--- config.mk ---
export PLATFORM = sky130hd
export DESIGN_NAME = btn_conditioner_flat
export DESIGN_NICKNAME = d
export VERILOG_FILES = /design/src/rtl/btn_conditioner_if.sv /design/src/rtl/btn_conditioner.sv /design/src/flat_wrapper.sv
export SDC_FILE = /design/constraint.sdc
export NUM_CORES = 1
export LEC_CHECK = 0
export ABC_AREA = 1
export CORE_MARGIN = 2
export CORE_UTILIZATION = 55
export CTS_BUF_LIST = sky130_fd_sc_hd__clkbuf_16
export CTS_CLUSTER_SIZE = 24
export DETAILED_ROUTE_END_ITERATION = 8
export GPL_TIMING_DRIVEN = 0
export PLACE_DENSITY = 0.75
export SLEW_MARGIN = 20
export SYNTH_ARGS = -nofsm -noshare
export SYNTH_HDL_FRONTEND = slang
export SYNTH_SLANG_ARGS = --single-unit
--- constraint.sdc ---
create_clock -name clk -period 1.75 [get_ports clk]
set_clock_uncertainty 0.05 [all_clocks]
set_input_delay 0.35 -clock clk [delete_from_list [all_inputs] [get_ports clk]]
set_output_delay 0.35 -clock clk [all_outputs]
set_load 0.03 [all_outputs]
--- src/rtl/btn_conditioner_if.sv ---
// Button-side bundle for btn_conditioner: raw inputs and per-channel conditioned outputs.
// master = the environment that drives the buttons; slave = the conditioner itself.
interface btn_conditioner_if #(
   parameter int CHANNELS = 5
);
   logic [CHANNELS-1:0] in_btn;
   logic [CHANNELS-1:0] out_btn;
   logic [CHANNELS-1:0] press_pulse;
   logic [CHANNELS-1:0] release_pulse;
   logic [CHANNELS-1:0] long_pulse;
   logic [CHANNELS-1:0] held;
   logic [CHANNELS-1:0] rpt_pulse;

   modport master (
      output in_btn,
      input  out_btn, press_pulse, release_pulse, long_pulse, held, rpt_pulse
   );

   modport slave (
      input  in_btn,
      output out_btn, press_pulse, release_pulse, long_pulse, held, rpt_pulse
   );
endinterface

--- src/rtl/btn_conditioner.sv ---
// Per-channel synchroniser, debouncer and press/release/long-press/auto-repeat event generator.
// Each channel is fully independent; events are single-cycle registered pulses.
module btn_conditioner #(
   parameter int CHANNELS      = 5,
   parameter int N             = 11,
   parameter int HOLD_CYCLES   = 38000000,
   parameter int REPEAT_CYCLES = 9500000
) (
   input  logic             clk,
   input  logic             reset,
   btn_conditioner_if.slave bif
);
   localparam int HOLD_MAX = (HOLD_CYCLES > REPEAT_CYCLES) ? HOLD_CYCLES : REPEAT_CYCLES;
   localparam int HW       = $clog2(HOLD_MAX + 1);

   localparam logic [N-1:0]  CNT_MAX   = N'((1 << (N - 1)) - 1);
   localparam logic [N-1:0]  CNT_ONE   = N'(1);
   localparam logic [HW-1:0] HOLD_LAST = HW'(HOLD_CYCLES);
   localparam logic [HW-1:0] RPT_LAST  = HW'(REPEAT_CYCLES);
   localparam logic [HW-1:0] HOLD_ONE  = HW'(1);

   typedef enum logic [1:0] {
      IDLE    = 2'd0,
      PRESSED = 2'd1,
      HELD    = 2'd2
   } state_t;

   logic [CHANNELS-1:0] out_btn_v;
   logic [CHANNELS-1:0] press_v;
   logic [CHANNELS-1:0] release_v;
   logic [CHANNELS-1:0] long_v;
   logic [CHANNELS-1:0] held_v;
   logic [CHANNELS-1:0] rpt_v;

   genvar gi;
   generate
      for (gi = 0; gi < CHANNELS; gi++) begin : g_ch
         logic          sync1_q, sync1_d, sync2_q, sync2_d;
         logic          stable_q, stable_d;
         logic [N-1:0]  cnt_q, cnt_d;
         state_t        state_q, state_d;
         logic [HW-1:0] hold_cnt_q, hold_cnt_d;
         logic          press_q, press_d, release_q, release_d;
         logic          long_q, long_d, rpt_q, rpt_d;
         logic          accept;

         always_comb begin
            sync1_d    = bif.in_btn[gi];
            sync2_d    = sync1_q;
            stable_d   = stable_q;
            cnt_d      = '0;
            state_d    = state_q;
            hold_cnt_d = hold_cnt_q;
            press_d    = 1'b0;
            release_d  = 1'b0;
            long_d     = 1'b0;
            rpt_d      = 1'b0;

            // The FSM reacts to the edge on which stable flips, so events line up with out_btn.
            accept = (sync2_q != stable_q) && (cnt_q == CNT_MAX);

            if (sync2_q != stable_q) begin
               if (accept) begin
                  stable_d = sync2_q;
               end else begin
                  cnt_d = cnt_q + CNT_ONE;
               end
            end

            case (state_q)
               IDLE: begin
                  if (accept && sync2_q) begin
                     state_d    = PRESSED;
                     hold_cnt_d = HOLD_ONE;
                     press_d    = 1'b1;
                     rpt_d      = 1'b1;
                  end
               end
               PRESSED: begin
                  if (accept && !sync2_q) begin
                     state_d    = IDLE;
                     hold_cnt_d = '0;
                     release_d  = 1'b1;
                  end else if (hold_cnt_q == HOLD_LAST) begin
                     state_d    = HELD;
                     hold_cnt_d = HOLD_ONE;
                     long_d     = 1'b1;
                     rpt_d      = 1'b1;
                  end else begin
                     hold_cnt_d = hold_cnt_q + HOLD_ONE;
                  end
               end
               HELD: begin
                  if (accept && !sync2_q) begin
                     state_d    = IDLE;
                     hold_cnt_d = '0;
                     release_d  = 1'b1;
                  end else if (hold_cnt_q == RPT_LAST) begin
                     hold_cnt_d = HOLD_ONE;
                     rpt_d      = 1'b1;
                  end else begin
                     hold_cnt_d = hold_cnt_q + HOLD_ONE;
                  end
               end
               default: begin
                  state_d    = IDLE;
                  hold_cnt_d = '0;
               end
            endcase
         end

         always_ff @(posedge clk or negedge reset) begin
            if (!reset) begin
               sync1_q    <= 1'b0;
               sync2_q    <= 1'b0;
               stable_q   <= 1'b0;
               cnt_q      <= '0;
               state_q    <= IDLE;
               hold_cnt_q <= '0;
               press_q    <= 1'b0;
               release_q  <= 1'b0;
               long_q     <= 1'b0;
               rpt_q      <= 1'b0;
            end else begin
               sync1_q    <= sync1_d;
               sync2_q    <= sync2_d;
               stable_q   <= stable_d;
               cnt_q      <= cnt_d;
               state_q    <= state_d;
               hold_cnt_q <= hold_cnt_d;
               press_q    <= press_d;
               release_q  <= release_d;
               long_q     <= long_d;
               rpt_q      <= rpt_d;
            end
         end

         assign out_btn_v[gi] = stable_q;
         assign press_v[gi]   = press_q;
         assign release_v[gi] = release_q;
         assign long_v[gi]    = long_q;
         assign held_v[gi]    = (state_q == HELD);
         assign rpt_v[gi]     = rpt_q;
      end
   endgenerate

   assign bif.out_btn       = out_btn_v;
   assign bif.press_pulse   = press_v;
   assign bif.release_pulse = release_v;
   assign bif.long_pulse    = long_v;
   assign bif.held          = held_v;
   assign bif.rpt_pulse     = rpt_v;
endmodule

--- src/flat_wrapper.sv ---
// flat-port wrapper written by rule: the top's interface ports become plain ports
module btn_conditioner_flat 
#(
   parameter int CHANNELS      = 5,
   parameter int N             = 11,
   parameter int HOLD_CYCLES   = 38000000,
   parameter int REPEAT_CYCLES = 9500000
)
  (clk, reset, bif_in_btn, bif_out_btn, bif_press_pulse, bif_release_pulse, bif_long_pulse, bif_held, bif_rpt_pulse);
  btn_conditioner_if #(.CHANNELS(CHANNELS)) bif_i ();
  input  logic clk;
  input  logic reset;
  input wire logic [$bits(bif_i.in_btn)-1:0] bif_in_btn;
  output wire logic [$bits(bif_i.out_btn)-1:0] bif_out_btn;
  output wire logic [$bits(bif_i.press_pulse)-1:0] bif_press_pulse;
  output wire logic [$bits(bif_i.release_pulse)-1:0] bif_release_pulse;
  output wire logic [$bits(bif_i.long_pulse)-1:0] bif_long_pulse;
  output wire logic [$bits(bif_i.held)-1:0] bif_held;
  output wire logic [$bits(bif_i.rpt_pulse)-1:0] bif_rpt_pulse;
  assign bif_i.in_btn = bif_in_btn;
  assign bif_out_btn = bif_i.out_btn;
  assign bif_press_pulse = bif_i.press_pulse;
  assign bif_release_pulse = bif_i.release_pulse;
  assign bif_long_pulse = bif_i.long_pulse;
  assign bif_held = bif_i.held;
  assign bif_rpt_pulse = bif_i.rpt_pulse;
  btn_conditioner #(.CHANNELS(CHANNELS), .N(N), .HOLD_CYCLES(HOLD_CYCLES), .REPEAT_CYCLES(REPEAT_CYCLES)) u_core (.clk(clk), .reset(reset), .bif(bif_i));
endmodule
## Word-level counts from Yosys, hierarchy flattened

Cells that the tools add are included.

| word-level totals | value |
|---|---|
| bits in registers | 230 |
| input port bits | 7 |
| output and inout port bits | 30 |
| logic and storage cells | 260 |

| cells by class | value |
|---|---|
| add/subtract/negate cells | 10 |
| equality and inequality tests | 45 |
| mux-type cells | 115 |
| reduce and logical (&&, ||, !) cells | 40 |

Operators with widths:

| cell | number |
|---|---|
| $mux W26 | 25 |
| $pmux W26 S3 | 5 |
| $add A26 B1 Y26 const B | 5 |
| $eq A26 B24 Y1 const B | 5 |
| $eq A26 B26 Y1 const B | 5 |
| $mux W11 | 10 |
| $add A11 B1 Y11 const B | 5 |
| $eq A11 B10 Y1 const B | 5 |
| $mux W1 | 45 |
| $mux W2 | 20 |
| $pmux W2 S3 | 5 |
| $ne A2 B1 Y1 const B | 10 |
| $logic_and A1 B1 Y1 | 15 |
| $ne A3 B1 Y1 const B | 5 |
| $pmux W1 S3 | 5 |
| $reduce_and A3 Y1 | 5 |
| $eq A2 B1 Y1 const B | 5 |
| $eq A2 B2 Y1 const B | 5 |
| $logic_not A2 Y1 | 5 |
| $reduce_and A2 Y1 | 5 |
| $reduce_or A2 Y1 | 5 |
| $logic_not A1 Y1 | 5 |
| $ne A1 B1 Y1 | 5 |

## Depth between registers and ports, before layout

Gate-level depths: netlist (run 1).

| logic depth | value |
|---|---|
| depth in word-level cells | 5 |
| mapped depth | 12 |
| depth with buffers taken out | 12 |

## Worst setup path before layout (run 1)

No wires, ideal clock.

| timing | value |
|---|---|
| path kind | reg-to-reg |
| start point | register u_core.g_ch[0].cnt_q[0] |
| end point | register u_core.g_ch[0].hold_cnt_q[23] |
| setup time | 0.127 ns |
| arrival | 1.617 ns |
| data required time | 1.573 ns |
| setup slack | -0.045 ns |
| cell stages (with the launch flop) | 12 |
| buffers on the path | 1 |
| period minus slack after synthesis | 1.795 ns |
| path through | dfrtp_1 ha_1 nand2_1 nor2_2 nand2_1 nor2_1 nand3_2 nand3_1 nand2_1 buf_2 nand3b_1 o21ai_0 |

| between the ends | value |
|---|---|
| word-level cells in the longest chain between the ends | 5 |
| elaborated cells between the ends (all ways) | 8 |
| classes of those cells | 2 x eq/ne; 3 x mux; 3 x reduce/logical |

Ends and longest elaborated chain:

| element | line | text |
|---|---|---|
| start: declaration | btn_conditioner.sv:40 | `logic [N-1:0] cnt_q, cnt_d;` |
| start signal: assignment | btn_conditioner.sv:128 | `cnt_q <= cnt_d;` |
| $eq A11 B10 Y1 * | btn_conditioner.sv:60 | `accept = (sync2_q != stable_q) && (cnt_q == CNT_MAX);` |
| $logic_and A1 B1 Y1 * | btn_conditioner.sv:60 |  |
| $logic_and A1 B1 Y1 | btn_conditioner.sv:80, btn_conditioner.sv:94 |  |
| $mux W26 (on tied branches) | btn_conditioner.sv:94, btn_conditioner.sv:80 |  |
| $pmux W26 S3 | btn_conditioner.sv:70 | `case (state_q)` |
| end signal: assignment | btn_conditioner.sv:130 | `hold_cnt_q <= hold_cnt_d;` |
| end: declaration | btn_conditioner.sv:42 | `logic [HW-1:0] hold_cnt_q, hold_cnt_d;` |

Every way passes the cells marked *; elsewhere a longest branch is shown, timed or not.
A chain may end at the register's enable or synchronous reset.

## Worst setup path after layout (run 1)

| timing | value |
|---|---|
| start point | register u_core.g_ch[2].hold_cnt_q[19] |
| end point | register u_core.g_ch[2].hold_cnt_q[18] |

| between the ends | value |
|---|---|
| word-level cells in the longest chain between the ends | 4 |
| elaborated cells between the ends (all ways) | 7 |
| classes of those cells | 2 x eq/ne; 5 x mux |

Ends and longest elaborated chain:

| element | line |
|---|---|
| start: declaration | btn_conditioner.sv:42 |
| start signal: assignment | btn_conditioner.sv:130 |
| $eq A26 B24 Y1 or $eq A26 B26 Y1 (tied branches) | btn_conditioner.sv:98, btn_conditioner.sv:84 |
| $mux W26 (on tied branches) | btn_conditioner.sv:98, btn_conditioner.sv:84 |
| $mux W26 (on tied branches) | btn_conditioner.sv:94, btn_conditioner.sv:80 |
| $pmux W26 S3 * | btn_conditioner.sv:70 |

Marks and branches as above.

==> summary.md, run 1 <==
Count of port buffers added during placement: 36. Synthesis handed over a netlist of 2124 instances. The hold violation count in the final report came out at 0. The final reports fail on negative setup slack.

CTS placed an instance of sky130_fd_sc_hd__clkbuf_16 at the clock tree root. Counting every sink on the clock net gives 230. The leakage component of the power came out at 9.490 nW.

The tools report the number of global-route vias before repair as 14580. Walking the worst path, the cells encountered are nor2_1 -> nand3_1 -> nor2_1 -> nand2_2 -> nand3_4 -> nand2_4 -> a21oi_4 -> buf_6 -> nor2_2. The run gives 1598 as the violation count after the first detailed-routing iteration.

The logs give 1 for the initial antenna violation count and 3 for the largest buffer count on any clock path. Floorplan die height: 167.9 microns. Internal reg-to-reg setup slack: -0.27 ns.

The cell family contributing the most delay on the critical path is simple AND/OR/NAND/NOR gates. Final hold analysis gives a worst-case slack of 0.1880 ns. For the final worst slack, the log shows -0.2701 ns. The most frequent standard cell in the layout excluding fill and tap cells was sky130_fd_sc_hd__nand2_1. The cell area that synthesis handed to floorplanning was 0.01478 sq mm.

The congestion estimate from routability-driven global placement came to 0.9899. For the antenna violation net count after detailed routing, the log shows 0. For the initial standard-cell utilization of the core, the log shows 55.46%. The worst path buffer plus inverter count was 1; the worst hold path stage count was 1. TritonCTS built the clock tree. Among all flip-flop cells after synthesis, the most frequent one is sky130_fd_sc_hd__dfrtp_1. The tools report the start of the worst register-to-register path as u_core.g_ch[2].hold_cnt_q[19]$_DFFE_PN0P_. Data arrives at the worst endpoint at 2.40 ns. Wires add up to 47.37 mm. Setup violations remaining at the end of the flow were counted as 152. Critical path startpoint category: a flip-flop. Signed area change from the synthesized netlist to the final layout: 40.09%. The flow ran to the end, but the final reports show violations. The tools report the capture point of the worst path as u_core.g_ch[2].hold_cnt_q[18]$_DFFE_PN0P_.

Fill cells in the final layout number 1744. The startpoint identified for the worst hold timing path is bif_in_btn[1]. In this design, the critical path's most frequently occurring cell is sky130_fd_sc_hd__nor2_1. The launch point of the worst path was u_core.g_ch[2].hold_cnt_q[19]$_DFFE_PN0P_.

The synthesized netlist contains 45 unique library cells. Setup repair after global routing could not meet its margin everywhere. The net count of the finished layout is 2398.

At the pin with the least slew margin, the transition time is 0.6691 ns. Averaged over all synthesized cells, the footprint is 6.958 sq um. Sequential element share of the synthesized area: 38.94%. The standard cell core area was 0.02665 sq mm. Counting flops with a built-in enable in the synthesized netlist gives 0.

The tools report the cell area after placement as 0.01573 sq mm. After synthesis, the share of flip-flops with an asynchronous set or reset is 100.0%. The detailed router placed 15610 vias in this run. The worst setup path is captured at a flip-flop. The final routed DRC violation total is 0, and the required time of the critical path is 2.13 ns. Max-cap violations in this run came to 0. The worst path needs 2.020 ns of the cycle, external delays included. The capture point of the worst reg-to-reg path was u_core.g_ch[2].hold_cnt_q[18]$_DFFE_PN0P_.

In the layout the commonest cells are sky130_fd_sc_hd__nand2_1 (474), sky130_fd_sc_hd__nor2_1 (263), sky130_fd_sc_hd__inv_1 (251). Once detailed placement completed, the half-perimeter wirelength came to 27.19 mm. The worst path uses 115.4% of the clock period. 37 I/O pins were placed. By area the synthesized netlist is led by sky130_fd_sc_hd__dfrtp_1 (39%), sky130_fd_sc_hd__nand2_1 (15%), sky130_fd_sc_hd__nor2_1 (8.7%), sky130_fd_sc_hd__inv_1 (7.3%), sky130_fd_sc_hd__nand3_1 (5.8%). The leftover overflow at the end of global routing is 0, and the summed area of non-filler cells in the final layout is 0.02070 sq mm. The number of antenna diodes in the final layout is 0.

The logs give 0 for the final-report max-slew violation count and 60 for the number of rows created at floorplan. In the final routed layout, each cell accounts on average for 17.42 microns. Of all nets on the critical path, the largest fanout is 5. Clock latency on the worst-skew pair, taken at its later pin, is 0.55 ns.

The tools report the pin count of the biggest net entering global routing as 84. The number of clock buffers added by TritonCTS is 28. Using the TritonRoute via totals, the vias-per-cell ratio works out to 5.741.

The total power per unit cell area works out to 569.0 mW/mm^2. The delay of the slowest cell on the worst path was 0.44 ns. Cells with a size suffix above 1 make up 30.99% of the layout.

The synthesized design devotes to its leading area cell type 38.94% of total area. The post-placement setup slack came out at -0.5393 ns. The number of search-and-repair iterations in the first detailed-routing pass is 6, and the Yosys warning count is 0.

Counting every net in the synthesized netlist gives 2166. The first global-routing pass estimated 71.01 mm of wire. VDD sags by at most 0.7356 mV. Overall power consumption after layout is estimated at 0.01178 W. The global-route usage over all layers came out at 30.19%. The slowest stage cell on the critical path is sky130_fd_sc_hd__dfrtp_1. The relative slew slack was 55.34%. The library cell with the largest summed area after synthesis was sky130_fd_sc_hd__dfrtp_1. In this run the horizontal extent of the chip is 167.9 microns. The critical path is of the flip-flop to flip-flop type. The number of levels the H-tree was split into is 1, and the critical path depth is 9. The length in cells of the worst reg-to-reg path was 9. Timing would allow up to 495.0 MHz. The synthesis-stage register bit count was 230; the die outline area was 0.02820 sq mm. In this run the worst hold path is classified as input port to flip-flop. After clock tree synthesis, the clock-pin slew on the worst setup and hold paths is 0.06 ns.
[cell usage after synthesis, types with 6 or more instances]
| cell | number |
|---|---|
| sky130_fd_sc_hd__nand2_1 | 582 |
| sky130_fd_sc_hd__nor2_1 | 343 |
| sky130_fd_sc_hd__inv_1 | 286 |
| sky130_fd_sc_hd__dfrtp_1 | 230 |
| sky130_fd_sc_hd__nand3_1 | 170 |
| sky130_fd_sc_hd__nand4_1 | 73 |
| sky130_fd_sc_hd__xor2_1 | 70 |
| sky130_fd_sc_hd__nor3_1 | 54 |
| sky130_fd_sc_hd__o21ai_0 | 48 |
| sky130_fd_sc_hd__a21oi_1 | 44 |
| sky130_fd_sc_hd__ha_1 | 35 |
| sky130_fd_sc_hd__buf_4 | 32 |
| sky130_fd_sc_hd__nand3b_1 | 22 |
| sky130_fd_sc_hd__buf_2 | 18 |
| sky130_fd_sc_hd__xnor2_1 | 12 |
| sky130_fd_sc_hd__o22ai_1 | 10 |
| sky130_fd_sc_hd__nand2_2 | 9 |
| sky130_fd_sc_hd__o2111ai_1 | 7 |
| sky130_fd_sc_hd__o21ai_1 | 7 |
| sky130_fd_sc_hd__and3_1 | 6 |
| sky130_fd_sc_hd__nor3b_1 | 6 |
[where the power goes]
part           leakage (nW)  internal, W  switching [W]  total [W]
registers              3.14      0.00536      0.0000428    0.00540
logic                  5.86    0.0000995       0.000194   0.000294
clock network         0.482      0.00372        0.00236    0.00609
[sequential cells by signal, indices dropped and copies added (netlist names)]
register	cells
u_core.g_ch.release_q	5
u_core.g_ch.sync2_q	5
u_core.g_ch.stable_q	5
u_core.g_ch.long_q	5
u_core.g_ch.cnt_q	55
u_core.g_ch.state_q	10
u_core.g_ch.sync1_q	5
u_core.g_ch.hold_cnt_q	130
u_core.g_ch.rpt_q	5
u_core.g_ch.press_q	5
[area by class of cell]
type / instances / area [sq um] / share of cell area [%]
sequential: 230 / 5783 / 27.93
timing repair buffer: 201 / 2085 / 10.07
inverter: 289 / 1120 / 5.409
tap: 341 / 426.7 / 2.061
multi-input combinational: 1551 / 9739 / 47.04
clock inverter: 23 / 239.0 / 1.154
clock buffer: 29 / 725.7 / 3.505
buffer: 55 / 585.6 / 2.828
[worst reg2reg max path, cell delays in order, from the launching register on]
cell and delay (ns):
sky130_fd_sc_hd__dfrtp_1 0.44, sky130_fd_sc_hd__nor2_1 0.27, sky130_fd_sc_hd__nand3_1 0.19, sky130_fd_sc_hd__nor2_1 0.21, sky130_fd_sc_hd__nand2_2 0.11, sky130_fd_sc_hd__nand3_4 0.10, sky130_fd_sc_hd__nand2_4 0.07, sky130_fd_sc_hd__a21oi_4 0.22
sky130_fd_sc_hd__buf_6 0.20, sky130_fd_sc_hd__nor2_2 0.04
[routing by layer]
layer	share of wire [%]	up-vias	global-route usage [%]
li1	-	7216	-
met4	4.6	2	11.19
met2	49	780	52.68
met1	39	7397	38.40
met5	0.027	-	0
met3	7.1	216	4.067
[cells by family (layout without fill, tap and decap cells)]
| logic type | count (synthesis) | count (layout) | synth area share [%] |
|---|---|---|---|
| flops | 230 | 230 | 38.94 |
| simple gates | 1297 | 1298 | 38.05 |
| compound gates | 134 | 134 | 5.156 |
| buf+inv | 344 | 597 | 9.812 |
| fa+ha+maj | 35 | 35 | 2.963 |
| xor+xnor | 84 | 84 | 5.080 |
[per-stage QoR]
step	setup TNS, ns	util, %	instances
after floorplan	0	-	2124
after global placement	-2238.59	58.81	2501
after detailed placement	-43.20	59.04	2503
after CTS	-9.776	70.99	2666
after global routing	-31.87	77.69	2719
final	-19.58	77.69	2719
[worst min path at each step]
stage	slack (ns)	to
2_1_floorplan	0.004	u_core.g_ch[0].cnt_q[0]$_DFF_PN0_
3_3_place_gp	0.28	u_core.g_ch[1].sync2_q$_DFF_PN0_
3_5_place_dp	0.28	u_core.g_ch[4].sync2_q$_DFF_PN0_
4_1_cts	0.18	u_core.g_ch[1].sync1_q$_DFF_PN0_
5_1_grt	0.18	u_core.g_ch[2].sync1_q$_DFF_PN0_
6_report	0.19	u_core.g_ch[1].sync1_q$_DFF_PN0_
[repair_timing]
action | 4_1_cts | 5_1_grt
setup endpoints to repair | 182 | 170
resized for setup | 462 | 356
hold endpoints to repair | 66 | 0
cloned | 14 | 6
pin swaps | 107 | 148
buffers inserted | 97 | 56
hold buffers | 1 | 0
Power figures use the tool's default switching activity.
==> run 2, diff against run 1 <==
--- a/config.mk
+++ b/config.mk
@@ -12,8 +12,10 @@
 export CTS_CLUSTER_SIZE = 24
 export DETAILED_ROUTE_END_ITERATION = 8
 export GPL_TIMING_DRIVEN = 0
+export MAX_ROUTING_LAYER = met4
 export PLACE_DENSITY = 0.75
-export SLEW_MARGIN = 20
+export SKIP_CTS_REPAIR_TIMING = 1
+export SLEW_MARGIN = 5
 export SYNTH_ARGS = -nofsm -noshare
 export SYNTH_HDL_FRONTEND = slang
 export SYNTH_SLANG_ARGS = --single-unit
==> run 2 against run 1 <==
  * The run ends with negative hold slack, negative setup slack left
  * Power is 6.2% lower
  * Clock power shrank 11%
  * Non-clock buffer count is 9 lower
  * Largest cell class unchanged
  * Combinational power decreased by 11%
  * Clock-buffer cell count is 2 lower
  * Global-route usage shrank 2.1 points
  * Setup slack got worse by 0.086 ns
  * Hold slack got worse by 0.46 ns
  * Flip-flop and latch count unchanged
==> summary.md, run 2 (synthesized netlist as in run 1, its figures left out) <==
The run finished, with violations left. The final reports fail on negative hold slack, negative setup slack. The run gives 3 (unchanged) as the largest buffer count on any clock path. The area growth from synthesis to layout is 37.91%.

The logs give 84 (unchanged) for the pin count of the biggest net entering global routing and 0.7184 mV (-2.3%) for the largest vdd supply drop. The run gives 0 (unchanged) as the antenna diode count. The global-route wire length before repair was 64.25 mm (-9.5%); the die outline area was 0.02820 sq mm (unchanged). For the total CTS buffers, the log shows 27 (-3.6%). The global-route usage over all layers is 28.05% (-2.1 points), and the minimum period implied by the final worst setup slack is 2.106 ns (+0.08556 ns). More flip-flops sit in one register than any other, and that register is u_core.g_ch.hold_cnt_q.

The final estimated routing congestion in global placement was 0.9852 (-0.47%). In the final layout, the registers with the most flip-flops are u_core.g_ch.hold_cnt_q (130), u_core.g_ch.cnt_q (55), u_core.g_ch.state_q (10). Among all stages on the critical path, the largest delay is contributed by sky130_fd_sc_hd__dfrtp_1. The number of I/O pins is 37 (unchanged).

The logs give 2.16 ns (+0.03 ns) for the required time of the critical path and 48.9% (+3.0 points) for the proportion of power drawn by flip-flops and latches. The clock sink count came out at 230 (unchanged). STA classifies the critical path endpoint as a flip-flop.

The detail-routed net length per standard cell is 16.94 microns (-2.8%). The internal power contribution was 0.008525 W (-7.1%); the number of levels the H-tree was split into was 1 (unchanged). The final worst slack is -0.3557 ns (-0.08556 ns), and the leftover overflow at the end of global routing is 0 (unchanged).

The tools report the total of endpoints with negative setup slack in the final report as 161 (+5.9%). The final-report max-slew violation count is 0 (unchanged), and the number of rows created at floorplan is 60 (unchanged). The length in cells of the worst reg-to-reg path works out to 12 (+3). TritonCTS built the clock tree. The run gives 0 (unchanged) as the antenna violation net count after detailed routing. The transition time at the pin with the least slew margin was 0.7406 ns (+0.07155 ns); the post-CTS clock slew at the launch and capture registers of the worst setup and hold paths was 0.06 ns (about the same). The max-cap check violation count is 0 (unchanged), and the number of global-route vias before repair is 13450 (-7.8%). The total routed wirelength was 45.85 mm (-3.2%); the hold violation count in the final report was 81 (+81). The average via count per standard cell works out to 5.693 (-0.84%). The total power per unit cell area came out at 542.1 mW/mm^2 (-4.7%). The worst setup path is launched from a flip-flop.

The run gives 0.01105 W (-6.2%) as the overall power. The via total after detailed routing was 15410 (-1.3%). The final routed DRC violation total came out at 0 (unchanged).

The floorplan die height came out at 167.9 microns (unchanged). The switching share of power came out at 22.84% (+0.77 points). The cell sitting at the root of the clock tree is a sky130_fd_sc_hd__clkbuf_16. The violation count after the first detailed-routing iteration was 1486 (-7.0%); the flip-flop count of the largest register after layout was 130 (unchanged). The number of nets at the end of the flow was 2388 (-0.42%). The type of the worst setup path is flip-flop to flip-flop. Setup repair after global routing could not meet its margin everywhere.

The critical path goes through ha_2 -> nand2_2 -> nor2_4 -> nand3_2 -> nor2_4 -> nand2_4 -> nand2_8 -> inv_8 -> nor2_8 -> buf_12 -> nand2_8 -> o22ai_2. The delay of the slowest cell on the worst path is 0.39 ns (-0.05 ns), and the switching power summed over all nets is 0.002524 W (-2.9%). The tools report the combinational power share as 2.4% (about the same). The highest clock rate is 474.9 MHz (-4.1%), and the worst hold slack is -0.2763 ns (-0.4642 ns). Share of cells above drive strength 1: 27.85% (-3.1 points). Width of the chip: 167.9 microns (unchanged). The top fanout value on the critical path is 7 (+2). Initial standard-cell utilization of the core: 55.46% (unchanged).

The leakage component of the power is 9.703 nW (+2.2%). For the standard cell core area, the log shows 0.02665 sq mm (unchanged). The logs give 0.55 ns (about the same) for the worst-skew pair later-pin latency and 1811 (+3.8%) for the count of fill cells added during filler insertion. The relative slew slack is 50.62% (-4.7 points), and the number of search-and-repair iterations in the first detailed-routing pass is 6 (unchanged). In the layout the commonest cells are sky130_fd_sc_hd__nand2_1 (492), sky130_fd_sc_hd__nor2_1 (265), sky130_fd_sc_hd__inv_1 (257).

The run gives 27.65 mm (+1.7%) as the placed wire-length estimate after detailed placement. The worst hold path belongs to the class input port to asynchronous set/reset pin. The count of port buffers added during placement is 36 (unchanged), and the initial antenna violation count is 0 (-1).

The clock share of power is 48.8% (-2.9 points), and the critical path arrival is 2.52 ns (+0.12 ns). Leaving out fill and tap cells, the most frequent cell in the layout is sky130_fd_sc_hd__nand2_1. The share of the clock period used by the worst path came out at 120.3% (+4.9 points).
## run 2: final timing paths
| check | slack, ns | from | endpoint |
|---|---|---|---|
| setup reg to reg | -0.36 | u_core.g_ch[3].cnt_q[0]$_DFF_PN0_ | u_core.g_ch[3].hold_cnt_q[5]$_DFFE_PN0P_ |
| min in group clk | 0.20 | bif_in_btn[4] | u_core.g_ch[4].sync1_q$_DFF_PN0_ |
| hold reg to reg | 0.30 | u_core.g_ch[0].sync1_q$_DFF_PN0_ | u_core.g_ch[0].sync2_q$_DFF_PN0_ |
| hold / removal | -0.28 | reset | u_core.g_ch[1].hold_cnt_q[5]$_DFFE_PN0P_ |
| max in group asynchronous | 0.73 | reset | u_core.g_ch[0].hold_cnt_q[3]$_DFFE_PN0P_ |
| setup / recovery | -0.36 | u_core.g_ch[3].cnt_q[0]$_DFF_PN0_ | u_core.g_ch[3].hold_cnt_q[5]$_DFFE_PN0P_ |
## run 2: critical path, delay by kind of cell, from the launching register on
kind                       cells  cell delay, ns
and+or+nand+nor                8            1.09
DFF                            1            0.39
adders and majority gates      1            0.21
buffers and inverters          2            0.19
AOI/OAI and AO/OA              1            0.10
## run 2: power by group through the flow
stage | clock network, W | logic, W | registers (W)
floorplan | 0 | 0.0000803 | 0.00548
global placement | 0 | 0.000214 | 0.00549
detailed placement | 0 | 0.000237 | 0.00549
CTS | 0.00548 | 0.000239 | 0.00539
global route | 0.00570 | 0.000306 | 0.00540
finish | 0.00539 | 0.000263 | 0.00540
## run 2: routing by layer
metal | wire length, microns | GRT usage [%] | share of wire (%) | vias to the layer above
met5 | 0 | - | 0 | -
met2 | 22890 | 45.98 | 50 | 721
met1 | 17990 | 37.14 | 39 | 7326
met3 | 3110 | 3.150 | 6.8 | 175
li1 | - | - | - | 7189
met4 | 1855 | 7.940 | 4.0 | 0
## run 2: cell type report
| cell class | count | area [sq um] | area share (%) |
|---|---|---|---|
| Timing Repair Buffer | 192 | 2117 | 10.39 |
| Sequential cell | 230 | 5777 | 28.34 |
| Buffer | 55 | 605.6 | 2.971 |
| Tap cell | 341 | 426.7 | 2.093 |
| Clock buffer | 27 | 675.6 | 3.315 |
| Multi-Input combinational cell | 1551 | 9494 | 46.58 |
| Inverter | 289 | 1129 | 5.537 |
| Clock inverter | 22 | 157.7 | 0.7735 |
## run 2: stage by stage
stage / instances / util [%] / instance area, sq um / TNS, ns / worst slack, ns
after floorplan: 2124 / - / 14890 / 0 / 0.002169
after global placement: 2501 / 58.81 / 15670 / -2234.00 / -9.572
after detailed placement: 2503 / 59.04 / 15730 / -43.79 / -0.5200
after CTS: 2552 / 62.16 / 16570 / -56.29 / -0.7988
after global routing: 2707 / 76.48 / 20380 / -49.96 / -0.4694
final: 2707 / 76.48 / 20380 / -33.01 / -0.3557
==> run 3, diff against run 2 <==
--- a/config.mk
+++ b/config.mk
@@ -13,7 +13,7 @@
 export DETAILED_ROUTE_END_ITERATION = 8
 export GPL_TIMING_DRIVEN = 0
 export MAX_ROUTING_LAYER = met4
-export PLACE_DENSITY = 0.75
+export PLACE_DENSITY = 0.72
 export SKIP_CTS_REPAIR_TIMING = 1
 export SLEW_MARGIN = 5
 export SYNTH_ARGS = -nofsm -noshare
==> constraint.sdc (replaced) <==
create_clock -name clk -period 2.6 [get_ports clk]
set_clock_uncertainty 0.05 [all_clocks]
set_input_delay 0.52 -clock clk [delete_from_list [all_inputs] [get_ports clk]]
set_output_delay 0.52 -clock clk [all_outputs]
set_load 0.03 [all_outputs]
==> run 3 against run 2 <==
  * The run now ends clean
  * First-iteration DRC count fell by 24%
  * Power shrank 30%
  * Sequential power decreased by 33%
  * Sequential share of layout area up 6.3 points
  * Wire length decreased by 19%
  * Critical endpoint is now bif_out_btn[0]
  * Non-clock buffer count shrank 153
  * Combinational power shrank 43%
  * Largest cell class unchanged
==> summary.md, run 3 (synthesized netlist as in run 1, its figures left out) <==
The overall power was 0.007770 W (-30%); the highest clock rate was 420.4 MHz. Total CTS buffers: 27 (unchanged). The hold violation count in the final report was 0 (-100%); the internal reg-to-reg setup slack was 0.29 ns (+0.65 ns). The initial standard-cell utilization of the core is 55.46% (unchanged).

The largest vdd supply drop is 0.4692 mV (-35%). The share of the clock period used by the worst path was 91.49%. The worst path buffer plus inverter count came out at 2 (unchanged).

Number of nets at the end of the flow: 2234 (-6.4%). The total power per unit cell area is 468.3 mW/mm^2 (-14%). The detail-routed net length per standard cell is 14.63 microns (-14%). The tools report the leftover overflow at the end of global routing as 0 (unchanged).

The leakage component of the power is 8.021 nW (-17%), and the delay of the slowest cell on the worst path is 0.66 ns (+0.27 ns). The flip-flop count of the largest register after layout was 130 (unchanged); the relative slew slack was 53.92% (+3.3 points). The logs give 0.3347 ns (+0.8547 ns) for the post-placement setup slack and 60 (unchanged) for the number of rows created at floorplan. The number of global-route vias before repair is 13430 (-0.16%), and the transition time at the pin with the least slew margin is 0.6859 ns (-0.05479 ns). The width of the chip is 167.9 microns (unchanged), and the final-report max-slew violation count is 0 (unchanged). The summed area of non-filler cells in the final layout came out at 0.01659 sq mm (-19%). The largest registers in the layout are u_core.g_ch.hold_cnt_q (130), u_core.g_ch.cnt_q (55), u_core.g_ch.state_q (10).

For the placed wire-length estimate after detailed placement, the log shows 27.76 mm (+0.40%). The run gives 0.02665 sq mm (unchanged) as the standard cell core area. Max-cap check violation count: 0 (unchanged). For the total routed wirelength, the log shows 37.34 mm (-19%). Capture point of the worst reg-to-reg path: u_core.g_ch[1].hold_cnt_q[18]$_DFFE_PN0P_.

The type of the worst setup path was flip-flop to primary output. The average via count per standard cell was 5.365 (-5.8%). The tools report the total of endpoints with negative setup slack in the final report as 0 (-100%).

The worst register-to-register path begins at u_core.g_ch[1].hold_cnt_q[0]$_DFFE_PN0P_. The run finished with clean final reports. The number of search-and-repair iterations in the first detailed-routing pass is 8 (+2).

The number of I/O pins is 37 (unchanged), and the largest buffer count on any clock path is 3 (unchanged). For the final estimated routing congestion in global placement, the log shows 1.000 (+1.5%). The tools report the pin count of the biggest net entering global routing as 101 (+20%). The most critical setup path has its endpoint at bif_out_btn[0].

The slowest stage of the critical path is the sky130_fd_sc_hd__clkdlybuf4s50_1 cell. In the layout the commonest cells are sky130_fd_sc_hd__nand2_1 (582), sky130_fd_sc_hd__nor2_1 (343), sky130_fd_sc_hd__inv_1 (288). The violation count after the first detailed-routing iteration is 1124 (-24%), and the clock sink count is 230 (unchanged).

The final worst slack was 0.2213 ns (+0.5770 ns). The signed area change from the synthesized netlist to the final layout was 12.28%; the share of cells above drive strength 1 was 6.242% (-22 points). Leaving out fill and tap cells, the most frequent cell in the layout is sky130_fd_sc_hd__nand2_1.

The path category of the worst min-delay check is flip-flop to flip-flop. For the antenna violation net count after detailed routing, the log shows 0 (unchanged). The cell area after placement is 0.01563 sq mm (-0.68%).

The minimum period implied by the final worst setup slack is 2.379 ns. TritonCTS built the clock tree. The critical path capture point type was a primary output. The run gives 1 (+1) as the initial antenna violation count.

The floorplan die height works out to 167.9 microns (unchanged). The storage element area is 0.005756 sq mm (-0.37%). The critical path depth is 2 (-10).

The top fanout value on the critical path is 5 (-2), and the global-route wire length before repair is 64.05 mm (-0.31%). The tools report the cell chosen for the clock root as sky130_fd_sc_hd__clkbuf_16. The critical path arrival was 1.81 ns (-0.71 ns). The run gives 2474 (+37%) as the count of fill cells added during filler insertion.

The logs give 2.03 ns (-0.13 ns) for the required time of the critical path and 0 (unchanged) for the final routed DRC violation total. Tracing the worst setup path back leads to its startpoint at u_core.g_ch[0].stable_q$_DFFE_PN0P_. Setup repair after global routing left no endpoint under its margin. Worst-skew pair later-pin latency: 0.53 ns (-0.02 ns).

The count of port buffers added during placement was 36 (unchanged). The area of combinational cells with multiple inputs is 0.007581 sq mm (-20%). For the global-route usage over all layers, the log shows 27.99% (-0.064 points). The critical path goes through buf_4 -> clkdlybuf4s50_1. For the total instance count after detailed placement, the log shows 2503 (unchanged). u_core.g_ch.hold_cnt_q holds more flip-flops than any other register.

The kind of cell adding the most delay to the critical path was buffers and inverters. The number of cells in the finished layout apart from fillers is 2553 (-5.7%). The via total after detailed routing was 13700 (-11%). The number of levels the H-tree was split into is 1 (unchanged). The post-CTS clock slew at the launch and capture registers of the worst setup and hold paths works out to 0.06 ns (about the same). The critical path startpoint category was a flip-flop.

The length in cells of the worst reg-to-reg path was 12 (unchanged); the die outline area was 0.02820 sq mm (unchanged).
-- run 3: changes by cell type in the layout (fill, tap and decap cells not counted), sizes merged, moves of 2 or more --
cell / change
buf: -146
dlymetal6s2s: -15
clkinvlp: -2
bufinv: +4
clkbuf: -18
clkinv: -4
clkdlybuf4s50: +25
-- run 3: power breakdown --
part	switching (W)	internal (W)	total (W)
combinational	0.000110	0.0000410	0.000151
clock	0.00151	0.00248	0.00399
sequential	0.0000206	0.00361	0.00363
total	0.00164	0.00613	0.00777
-- run 3: how the worst min path moves through the flow --
| stage | from | cells after the start | slack, ns | to |
|---|---|---|---|---|
| global placement | u_core.g_ch[4].sync1_q$_DFF_PN0_ | 0 | 0.28 | u_core.g_ch[4].sync2_q$_DFF_PN0_ |
| CTS | reset | 1 | -0.18 | u_core.g_ch[1].cnt_q[5]$_DFF_PN0_ |
| global route | u_core.g_ch[0].sync1_q$_DFF_PN0_ | 0 | 0.32 | u_core.g_ch[0].sync2_q$_DFF_PN0_ |
| floorplan | reset | 0 | 0.17 | u_core.g_ch[0].cnt_q[0]$_DFF_PN0_ |
| finish | u_core.g_ch[3].sync1_q$_DFF_PN0_ | 0 | 0.30 | u_core.g_ch[3].sync2_q$_DFF_PN0_ |
| detailed placement | u_core.g_ch[2].sync1_q$_DFF_PN0_ | 0 | 0.29 | u_core.g_ch[2].sync2_q$_DFF_PN0_ |
-- run 3: per-layer routing --
metal | up-vias | GRT usage (%) | part of all wire (%)
met3 | 80 | 2.915 | 5.3
met4 | 0 | 8.280 | 2.7
met5 | - | - | 0
met2 | 380 | 45.85 | 47
li1 | 6855 | - | -
met1 | 6381 | 37.08 | 45
-- run 3: metrics by stage --
stage | hold WS, ns | utilization [%] | TNS [ns]
final | 0.3027 | 62.26 | 0
after CTS | -0.1804 | 62.14 | -0.4124
after global routing | 0.3222 | 62.26 | 0
after global placement | 0.2828 | 58.41 | -2025.67
after floorplan | 0.1744 | - | 0
after detailed placement | 0.2949 | 58.63 | 0
-- run 3: layout make-up --
| class | count | share of cell area, % |
|---|---|---|
| inverters | 289 | 6.537 |
| flip-flops and latches | 230 | 34.69 |
| multi-input cells | 1550 | 45.69 |
| repair buffers | 39 | 2.669 |
| clock buffers | 27 | 4.072 |
| clock inverters | 21 | 1.561 |
| well taps | 341 | 2.571 |
| diodes | 1 | 0.01508 |
| plain buffers | 55 | 2.202 |
-- run 3: worst reg2reg max path: cells and delay by family (launching register included) --
kind	cells	cell delay, ns
simple gates	9	0.99
fa+ha+maj	1	0.21
flops	1	0.52
buf+inv	2	0.49
